**config.mk**
```make
export PLATFORM = sky130hd
export DESIGN_NAME = io_handshake_controller
export DESIGN_NICKNAME = d
export VERILOG_FILES = /design/src/rtl/io_handshake_controller_pkg.sv /design/src/rtl/io_handshake_controller_enter_debouncer.sv /design/src/rtl/io_handshake_controller.sv
export SDC_FILE = /design/constraint.sdc
export NUM_CORES = 1
export LEC_CHECK = 0
export BUFFER_PORTS_ARGS = -buffer_cell sky130_fd_sc_hd__clkbuf_2
export CORE_MARGIN = 3
export CORE_UTILIZATION = 45
export CTS_BUF_LIST = sky130_fd_sc_hd__clkbuf_4 sky130_fd_sc_hd__clkbuf_8 sky130_fd_sc_hd__clkbuf_16
export CTS_CLUSTER_SIZE = 20
export DETAILED_ROUTE_END_ITERATION = 12
export HOLD_SLACK_MARGIN = 0.1
export PLACE_DENSITY = 0.76
export RECOVER_POWER = 50
export SLEW_MARGIN = 40
export SYNTH_ARGS = -nofsm -noshare
export SYNTH_HDL_FRONTEND = slang
export SYNTH_SLANG_ARGS = --single-unit
```
**constraint.sdc**
```tcl
create_clock -name clock -period 1.3 [get_ports clock]
set_input_delay 0.065 -clock clock [delete_from_list [all_inputs] [get_ports clock]]
set_output_delay 0.065 -clock clock [all_outputs]
set_load 0.1 [all_outputs]
```
**src/rtl/io_handshake_controller_pkg.sv**
```systemverilog
// Shared types and defaults for the IN/OUT handshake controller.
// State encoding is fixed so that debug probes read the same values across builds.
package io_handshake_controller_pkg;

    localparam int DATA_W_DEFAULT          = 32;
    localparam int SW_W_DEFAULT            = 15;
    localparam int DEBOUNCE_CYCLES_DEFAULT = 50000;

    typedef enum logic [1:0] {
        ST_IDLE         = 2'd0,
        ST_WAIT_PRESS   = 2'd1,
        ST_WAIT_RELEASE = 2'd2,
        ST_ACK          = 2'd3
    } io_state_t;

    // The stall has to rise in the same cycle as in_req, so IDLE contributes combinationally.
    function automatic logic stall_for(input io_state_t state, input logic in_req);
        return (state == ST_IDLE && in_req) ||
               state == ST_WAIT_PRESS ||
               state == ST_WAIT_RELEASE;
    endfunction

endpackage

```
**src/rtl/io_handshake_controller_enter_debouncer.sv**
```systemverilog
// ENTER pushbutton conditioning: 2-FF synchronizer, stability counter and
// single-cycle press/release strobes on the debounced level (1 = released).
module enter_debouncer
    import io_handshake_controller_pkg::*;
#(
    parameter int DEBOUNCE_CYCLES = DEBOUNCE_CYCLES_DEFAULT
) (
    input  logic clock,
    input  logic reset,
    input  logic enter,
    output logic press,
    output logic release_pulse
);

    localparam int               CNT_W    = $clog2(DEBOUNCE_CYCLES + 1);
    localparam logic [CNT_W-1:0] CNT_LAST = CNT_W'(DEBOUNCE_CYCLES - 1);

    logic             enter_meta_reg;
    logic             enter_sync_reg;
    logic             level_reg;
    logic             press_reg;
    logic             release_reg;
    logic [CNT_W-1:0] count_reg;

    always_ff @(posedge clock or negedge reset) begin
        if (!reset) begin
            enter_meta_reg <= 1'b1;
            enter_sync_reg <= 1'b1;
            level_reg      <= 1'b1;
            count_reg      <= '0;
            press_reg      <= 1'b0;
            release_reg    <= 1'b0;
        end else begin
            enter_meta_reg <= enter;
            enter_sync_reg <= enter_meta_reg;
            press_reg      <= 1'b0;
            release_reg    <= 1'b0;
            // Any sample matching the current level restarts the stability window.
            if (enter_sync_reg == level_reg) begin
                count_reg <= '0;
            end else if (count_reg == CNT_LAST) begin
                count_reg   <= '0;
                level_reg   <= enter_sync_reg;
                press_reg   <= ~enter_sync_reg;
                release_reg <= enter_sync_reg;
            end else begin
                count_reg <= count_reg + CNT_W'(1);
            end
        end
    end

    assign press         = press_reg;
    assign release_pulse = release_reg;

endmodule

```
**src/rtl/io_handshake_controller.sv**
```systemverilog
// IN/OUT instruction sequencer between the control unit/datapath and the board
// switches, ENTER button and 7-segment display register.
module io_handshake_controller
    import io_handshake_controller_pkg::*;
#(
    parameter int DEBOUNCE_CYCLES = DEBOUNCE_CYCLES_DEFAULT,
    parameter int SW_W            = SW_W_DEFAULT,
    parameter int DATA_W          = DATA_W_DEFAULT
) (
    input  logic              clock,
    input  logic              reset,
    input  logic              enter,
    input  logic [SW_W-1:0]   switches,
    input  logic              in_req,
    output logic              in_ack,
    output logic [DATA_W-1:0] in_data,
    output logic              stall,
    input  logic              out_req,
    input  logic [DATA_W-1:0] out_value,
    output logic [DATA_W-1:0] display_value,
    output logic              display_valid,
    output logic              waiting_led
);

    logic              press;
    logic              release_pulse;
    logic [SW_W-1:0]   sw_meta_reg;
    logic [SW_W-1:0]   sw_sync_reg;
    io_state_t         state_reg;
    logic              in_ack_reg;
    logic              waiting_led_reg;
    logic [DATA_W-1:0] in_data_reg;
    logic [DATA_W-1:0] display_value_reg;
    logic              display_valid_reg;

    enter_debouncer #(
        .DEBOUNCE_CYCLES(DEBOUNCE_CYCLES)
    ) u_enter_debouncer (
        .clock         (clock),
        .reset         (reset),
        .enter         (enter),
        .press         (press),
        .release_pulse (release_pulse)
    );

    always_ff @(posedge clock or negedge reset) begin
        if (!reset) begin
            sw_meta_reg <= '0;
            sw_sync_reg <= '0;
        end else begin
            sw_meta_reg <= switches;
            sw_sync_reg <= sw_meta_reg;
        end
    end

    // Waiting for release before acking keeps one long press from serving two INs.
    always_ff @(posedge clock or negedge reset) begin
        if (!reset) begin
            state_reg       <= ST_IDLE;
            in_ack_reg      <= 1'b0;
            waiting_led_reg <= 1'b0;
            in_data_reg     <= '0;
        end else begin
            in_ack_reg <= 1'b0;
            case (state_reg)
                ST_IDLE: begin
                    if (in_req) begin
                        state_reg       <= ST_WAIT_PRESS;
                        waiting_led_reg <= 1'b1;
                    end
                end
                ST_WAIT_PRESS: begin
                    if (!in_req) begin
                        state_reg       <= ST_IDLE;
                        waiting_led_reg <= 1'b0;
                    end else if (press) begin
                        in_data_reg     <= DATA_W'(sw_sync_reg);
                        state_reg       <= ST_WAIT_RELEASE;
                        waiting_led_reg <= 1'b0;
                    end
                end
                ST_WAIT_RELEASE: begin
                    if (!in_req) begin
                        state_reg <= ST_IDLE;
                    end else if (release_pulse) begin
                        state_reg  <= ST_ACK;
                        in_ack_reg <= 1'b1;
                    end
                end
                ST_ACK: begin
                    state_reg <= ST_IDLE;
                end
                default: begin
                    state_reg       <= ST_IDLE;
                    waiting_led_reg <= 1'b0;
                end
            endcase
        end
    end

    always_ff @(posedge clock or negedge reset) begin
        if (!reset) begin
            display_value_reg <= '0;
            display_valid_reg <= 1'b0;
        end else if (out_req) begin
            display_value_reg <= out_value;
            display_valid_reg <= 1'b1;
        end
    end

    assign stall         = stall_for(state_reg, in_req);
    assign in_ack        = in_ack_reg;
    assign in_data       = in_data_reg;
    assign waiting_led   = waiting_led_reg;
    assign display_value = display_value_reg;
    assign display_valid = display_valid_reg;

endmodule

```
### Word-level counts from Yosys, hierarchy flattened

Index checks and enable logic that the tools add are counted.

| storage, ports and cells | value |
|---|---|
| output and inout port bits | 68 |
| flip-flop bits (word level) | 103 |

| cells by class | value |
|---|---|
| mux-type cells | 19 |
| eq/ne operators | 8 |
| bitwise logic cells | 2 |
| reduce and logical (&&, ||, !) cells | 9 |
| $add $sub $neg | 1 |

Operators with widths:

| cell | number |
|---|---|
| 16-bit two-way mux | 2 |
| 16-bit by 1-bit adder with 16-bit output (second input constant) | 1 |
| 16-bit equality test (second input constant) | 1 |
| 1-bit two-way mux | 10 |
| 2-bit two-way mux | 5 |
| 3-bit AND reduction | 3 |
| 2-bit case mux with 4 select lines | 1 |
| 3-bit by 2-bit inequality test with 1-bit output (second input constant) | 2 |
| 2-bit equality test (second input constant) | 2 |
| 2-bit by 1-bit equality test with 1-bit output (second input constant) | 1 |
| 2-bit logical NOT | 1 |
| 1-bit logical OR | 2 |
| 2-bit inequality test (second input constant) | 1 |
| 1-bit inverter | 2 |
| 1-bit case mux with 2 select lines | 1 |
| 2-bit AND reduction | 1 |
| 2-bit nonzero test | 1 |
| 1-bit equality test | 1 |
| 1-bit logical AND | 1 |

### Logic depth before layout (Yosys ltp)

| logic depth | value |
|---|---|
| depth in word-level cells | 4 |
| depth in mapped cells | 6 |

### Cells and area by module

A second synthesis with hierarchy kept.

| unflattened totals | value |
|---|---|
| cell total of the unflattened synthesis | 259 |
| area, all modules | 3886.2 µm² |

Modules (own cells, without submodules):

| module | times used | area an instance (µm²) | cells each | seq. area each (µm²) |
|---|---|---|---|---|
| io_handshake_controller | 1 | 2897.8 | 169 | 2052.0 |
| enter_debouncer | 1 | 988.4 | 90 | 529.3 |

### Least setup slack after synthesis

Ideal clock, no wire load.

| path | value |
|---|---|
| path type | reg2out |
| start point | reg state_reg[0] |
| end point | out stall |
| cell stages (with the launch flop) | 3 |
| required time | 1.235 ns |
| setup slack | -0.713 ns |
| arrival | 1.948 ns |
| buffers on the path | 0 |
| cell sequence | dfrtp_1 nor3_1 a21oi_1 |

| between the ends | value |
|---|---|
| longest elaborated chain between the ends | 4 |
| elaborated cells on any way between the ends | 6 |
| those cells by class | 2 x eq/ne; 4 x reduce/logical |

Ends and longest elaborated chain:

| what | RTL line | source |
|---|---|---|
| from (decl) | io_handshake_controller.sv:29 | `io_state_t state_reg;` |
| from (signal assigned) | io_handshake_controller.sv:59 | `state_reg <= ST_IDLE;` |
| from (signal assigned) | io_handshake_controller.sv:68 | `state_reg <= ST_WAIT_PRESS;` |
| from (signal assigned) | io_handshake_controller.sv:74 | `state_reg <= ST_IDLE;` |
| 2-bit logical NOT | io_handshake_controller_pkg.sv:18 | `return (state == ST_IDLE && in_req) \|\|` |
| 1-bit logical AND | io_handshake_controller_pkg.sv:18 |  |
| 1-bit logical OR | io_handshake_controller_pkg.sv:18 |  |
| 1-bit logical OR * | io_handshake_controller_pkg.sv:19 | `state == ST_WAIT_PRESS \|\|` |
| to (decl) | io_handshake_controller.sv:17 | `output logic stall,` |

Every way passes the cells marked *; elsewhere a longest branch is shown, timed or not.

### Worst setup path in the final report

| path | value |
|---|---|
| start point | reg u_enter_debouncer.count_reg[1] |
| end point | reg u_enter_debouncer.count_reg[13] |

| between the ends | value |
|---|---|
| longest elaborated chain between the ends | 3 |
| elaborated cells on any way between the ends | 4 |
| those cells by class | 1 x add/sub; 1 x eq/ne; 2 x mux |

Ends and longest elaborated chain:

| what | RTL line | source |
|---|---|---|
| from (decl) | io_handshake_controller_enter_debouncer.sv:23 | `logic [CNT_W-1:0] count_reg;` |
| from (signal assigned) | io_handshake_controller_enter_debouncer.sv:47 | `count_reg <= count_reg + CNT_W'(1);` |
| 16-bit by 1-bit adder with 16-bit output or 16-bit equality test (tied branches) | io_handshake_controller_enter_debouncer.sv:47, io_handshake_controller_enter_debouncer.sv:41 |  |
| 16-bit two-way mux * | io_handshake_controller_enter_debouncer.sv:41 | `end else if (count_reg == CNT_LAST) begin` |
| 16-bit two-way mux * | io_handshake_controller_enter_debouncer.sv:39 | `if (enter_sync_reg == level_reg) begin` |

Marked as above.
A chain may end at the register's enable or synchronous reset.

==> metrics.csv <==
metric;value;unit
synthMuxAreaShare;0.1411;
yosys.area_share.simple;0.09144;
fp.dieW;98.27;microns
wl_met1;3.324;mm
max_freq;690.5;MHz
p_int;4.539;mW
synth_compound_area_frac;0.008818;
grt_pass1_vias;2903;
wl_met2;5.201;mm
dr_total_vias;2669;
switching_share;0.3553;
htree_num_levels;3;
layout_common_cells;dfrtp_1, clkbuf_2, dlygate4sd3_1, mux2_2, buf_2;
insertion_delay;0.37;ns
syn2layout_area_growth;49.18;%
design_area;0.005715;sq mm
io_buffers;102;
syn_inst;256;
gp_congestion;0.8024;
hpwl;5.360;mm
p_clk_frac;0.276;
first_pass_iters;4;
p_switching;2.502;mW
finalWirelength;9.162;mm
violations;negative setup slack;
p_per_area;1232;mW/mm^2
die_area;0.009657;sq mm
ant_nets;0;
postSynthAreaPerCell;14.97;sq um
drv_slew;0;
synth.distinct_cells;36;
power_frac_seq;0.490;
power.leakage;2.725;nW
worstPathRequired;1.56;ns
clock_sinks;103;
max_slew_margin;0.6207;
worstPathArrival;1.71;ns
cts.path.max_buffers;2;
critPathBufInv;2;
synth_seq_area_share;0.6737;
setup_viol_count_final;20;
rsz0062_at_grt;yes;
top_layer;met4;
hold_path_class;in -> async;
wl_met3;336;microns
synth-warning-count;0;
finalHoldViolCount;0;
period_share;1.114;
tritoncts;done;
worst_slack;-0.1482;ns
avgRoutedWirePerCell;16.45;microns
fin_crit;1.448;ns
path_max_fanout;6;
grt_pass1_wl;14.61;mm
crit_chain;buf_4, nand4_1, buf_6, nor4_4, xnor2_1, nor2_1;
drc;0;
largest_reg_flops;32;
nFillCells;549;
numCtsBuffers;9;
slowest_stage;dfrtp_1;
drive_above_1_share;0.5521;
finalClockSkew;0.009552;ns
place_inst;477;
p_total;7.041;mW
final_nets;499;
dpl_cell_area;0.004667;sq mm
io_pins;120;
combinationalPowerShare;0.233;
cts-root-buf;clkbuf_8;
start_util;0.4639;
synth_top_family_by_area;multiplexers;
fin_cells;557;
ys_ff_latch;103;
grt_max_degree;37;
row_count;33;
grt_antenna_before_repair;1;
path_class;reg -> reg;
crit_family;simple AND/OR/NAND/NOR gates;
worstMarginPinSlew;0.5714;ns
grt_usage;0.1951;
grt_overflow;0;
die_y;98.27;microns
core_area;0.008258;sq mm
status;finished with violations;
synthXorXnorAreaFrac;0.03429;
whs;0.1502;ns
syn_area;0.003831;sq mm
final_common_cell;dfrtp_1;
cp_slowest_stage_delay;0.38;ns
vias_per_cell;4.792;
worst_ir_drop_vdd;956.7;uV
critPathLaunchType;register;
path_clk_slew;0.10;ns
drv_cap;0;
synthAdderAreaFrac;0.003266;
drt_first_iter_violations;68;
crit_path_end_kind;register;
cells in the mapped netlist:
master / instances / area (sq um)
nor3b_1: 2 / 15.01
nand2b_1: 1 / 6.260
nor2_1: 18 / 67.56
o22ai_1: 1 / 6.260
nand2_2: 1 / 6.260
buf_4: 17 / 127.6
buf_6: 1 / 11.26
nor4b_1: 1 / 8.760
conb_1: 1 / 3.750
dfstp_2: 3 / 78.83
inv_1: 4 / 15.01
nand4_2: 3 / 37.54
nor2_2: 1 / 6.260
xor2_1: 3 / 26.28
mux2_1: 1 / 11.26
nand3_1: 6 / 30.03
nor4_2: 4 / 50.05
nor4b_2: 1 / 15.01
xnor2_1: 12 / 105.1
ha_1: 1 / 12.51
buf_2: 4 / 20.02
dfrtp_1: 100 / 2502
clkbuf_1: 1 / 3.750
nor2b_1: 1 / 6.260
or2_2: 1 / 6.260
nand2_1: 3 / 11.26
nand4_1: 2 / 12.51
and3_1: 2 / 12.51
and2_1: 1 / 6.260
o21ai_0: 2 / 10.01
mux2_2: 47 / 529.3
nor3_1: 5 / 25.02
a21boi_0: 1 / 7.510
a21oi_1: 2 / 10.01
nand3_4: 1 / 17.52
and4b_1: 1 / 10.01
worst paths after layout:
path	start	endpoint	slack (ns)	cells past startpoint
worst max register to register	u_enter_debouncer.count_reg[1]$_DFF_PN0_	u_enter_debouncer.count_reg[13]$_DFF_PN0_	-0.15	6
min in group clock	out_req	display_value[18]$_DFFE_PN0P_	0.19	2
max in group asynchronous	reset	u_enter_debouncer.enter_meta_reg$_DFF_PN1_	0.30	3
worst max-delay path	u_enter_debouncer.count_reg[1]$_DFF_PN0_	u_enter_debouncer.count_reg[13]$_DFF_PN0_	-0.15	6
worst min-delay path	reset	in_data[8]$_DFFE_PN0P_	0.15	2
worst min register to register	sw_meta_reg[8]$_DFF_PN0_	sw_sync_reg[8]$_DFF_PN0_	0.36	0
worst register-to-register path, cell delays in order (launching register included):
cell,delay (ns)
dfrtp_1,0.38
buf_4,0.12
nand4_1,0.10
buf_6,0.16
nor4_4,0.33
xnor2_1,0.19
nor2_1,0.07
layout make-up:
| class | instances | area [sq um] | share of cell area |
|---|---|---|---|
| multi-input combinational | 143 | 1419 | 0.2482 |
| inverter | 4 | 15.01 | 0.002627 |
| timing repair buffer | 185 | 1354 | 0.2369 |
| antenna | 1 | 2.502 | 0.0004378 |
| clock inverter | 6 | 62.56 | 0.01095 |
| sequential | 103 | 2594 | 0.4538 |
| tap | 105 | 131.4 | 0.02299 |
| clock buffer | 10 | 137.6 | 0.02408 |
metrics by stage:
stage / util / TNS (ns) / setup slack, ns
final: 0.6921 / -2.032 / -0.1482
after floorplan: - / -0.1104 / -0.01482
after CTS: 0.6779 / -1.056 / -0.07772
after detailed placement: 0.5652 / -1.196 / -0.1553
after global placement: 0.5652 / -0.2166 / -0.02989
after global routing: 0.6921 / -3.576 / -0.2197
power groups by stage:
stage	clock (mW)	sequential [mW]	combinational [mW]
after floorplan	0	4.26	0.419
after global placement	0	3.50	1.46
after detailed placement	0	3.51	1.48
after CTS	2.01	3.45	1.63
after global routing	2.14	3.47	1.70
final	1.95	3.45	1.64
routing by layer:
layer  GRT usage  vias to the layer above
met3     0.03571                       22
li1            -                     1223
met4      0.1019                        0
met2      0.3555                       79
met1      0.2158                     1345
met5           0                        -
repair_timing:
action / CTS / global route
gates cloned: 1 / 1
hold buffers: 51 / 0
buffers inserted: 9 / 2
hold endpoints to repair: 154 / 0
pin swaps: 8 / 13
gates resized for setup: 18 / 64
endpoints found under the setup margin: 33 / 64
kinds of logic (layout without fill, tap and decap cells):
kind of cell | count (synthesis) | after routing
DFF | 103 | 103
and+or+nand+nor | 55 | 56
muxes | 48 | 48
buffers and inverters | 27 | 205
xor gates and xnor gates | 15 | 15
AOI/OAI and AO/OA | 6 | 6
adders and majority gates | 1 | 1
other | 1 | 18
Power figures use the tool's default switching activity.
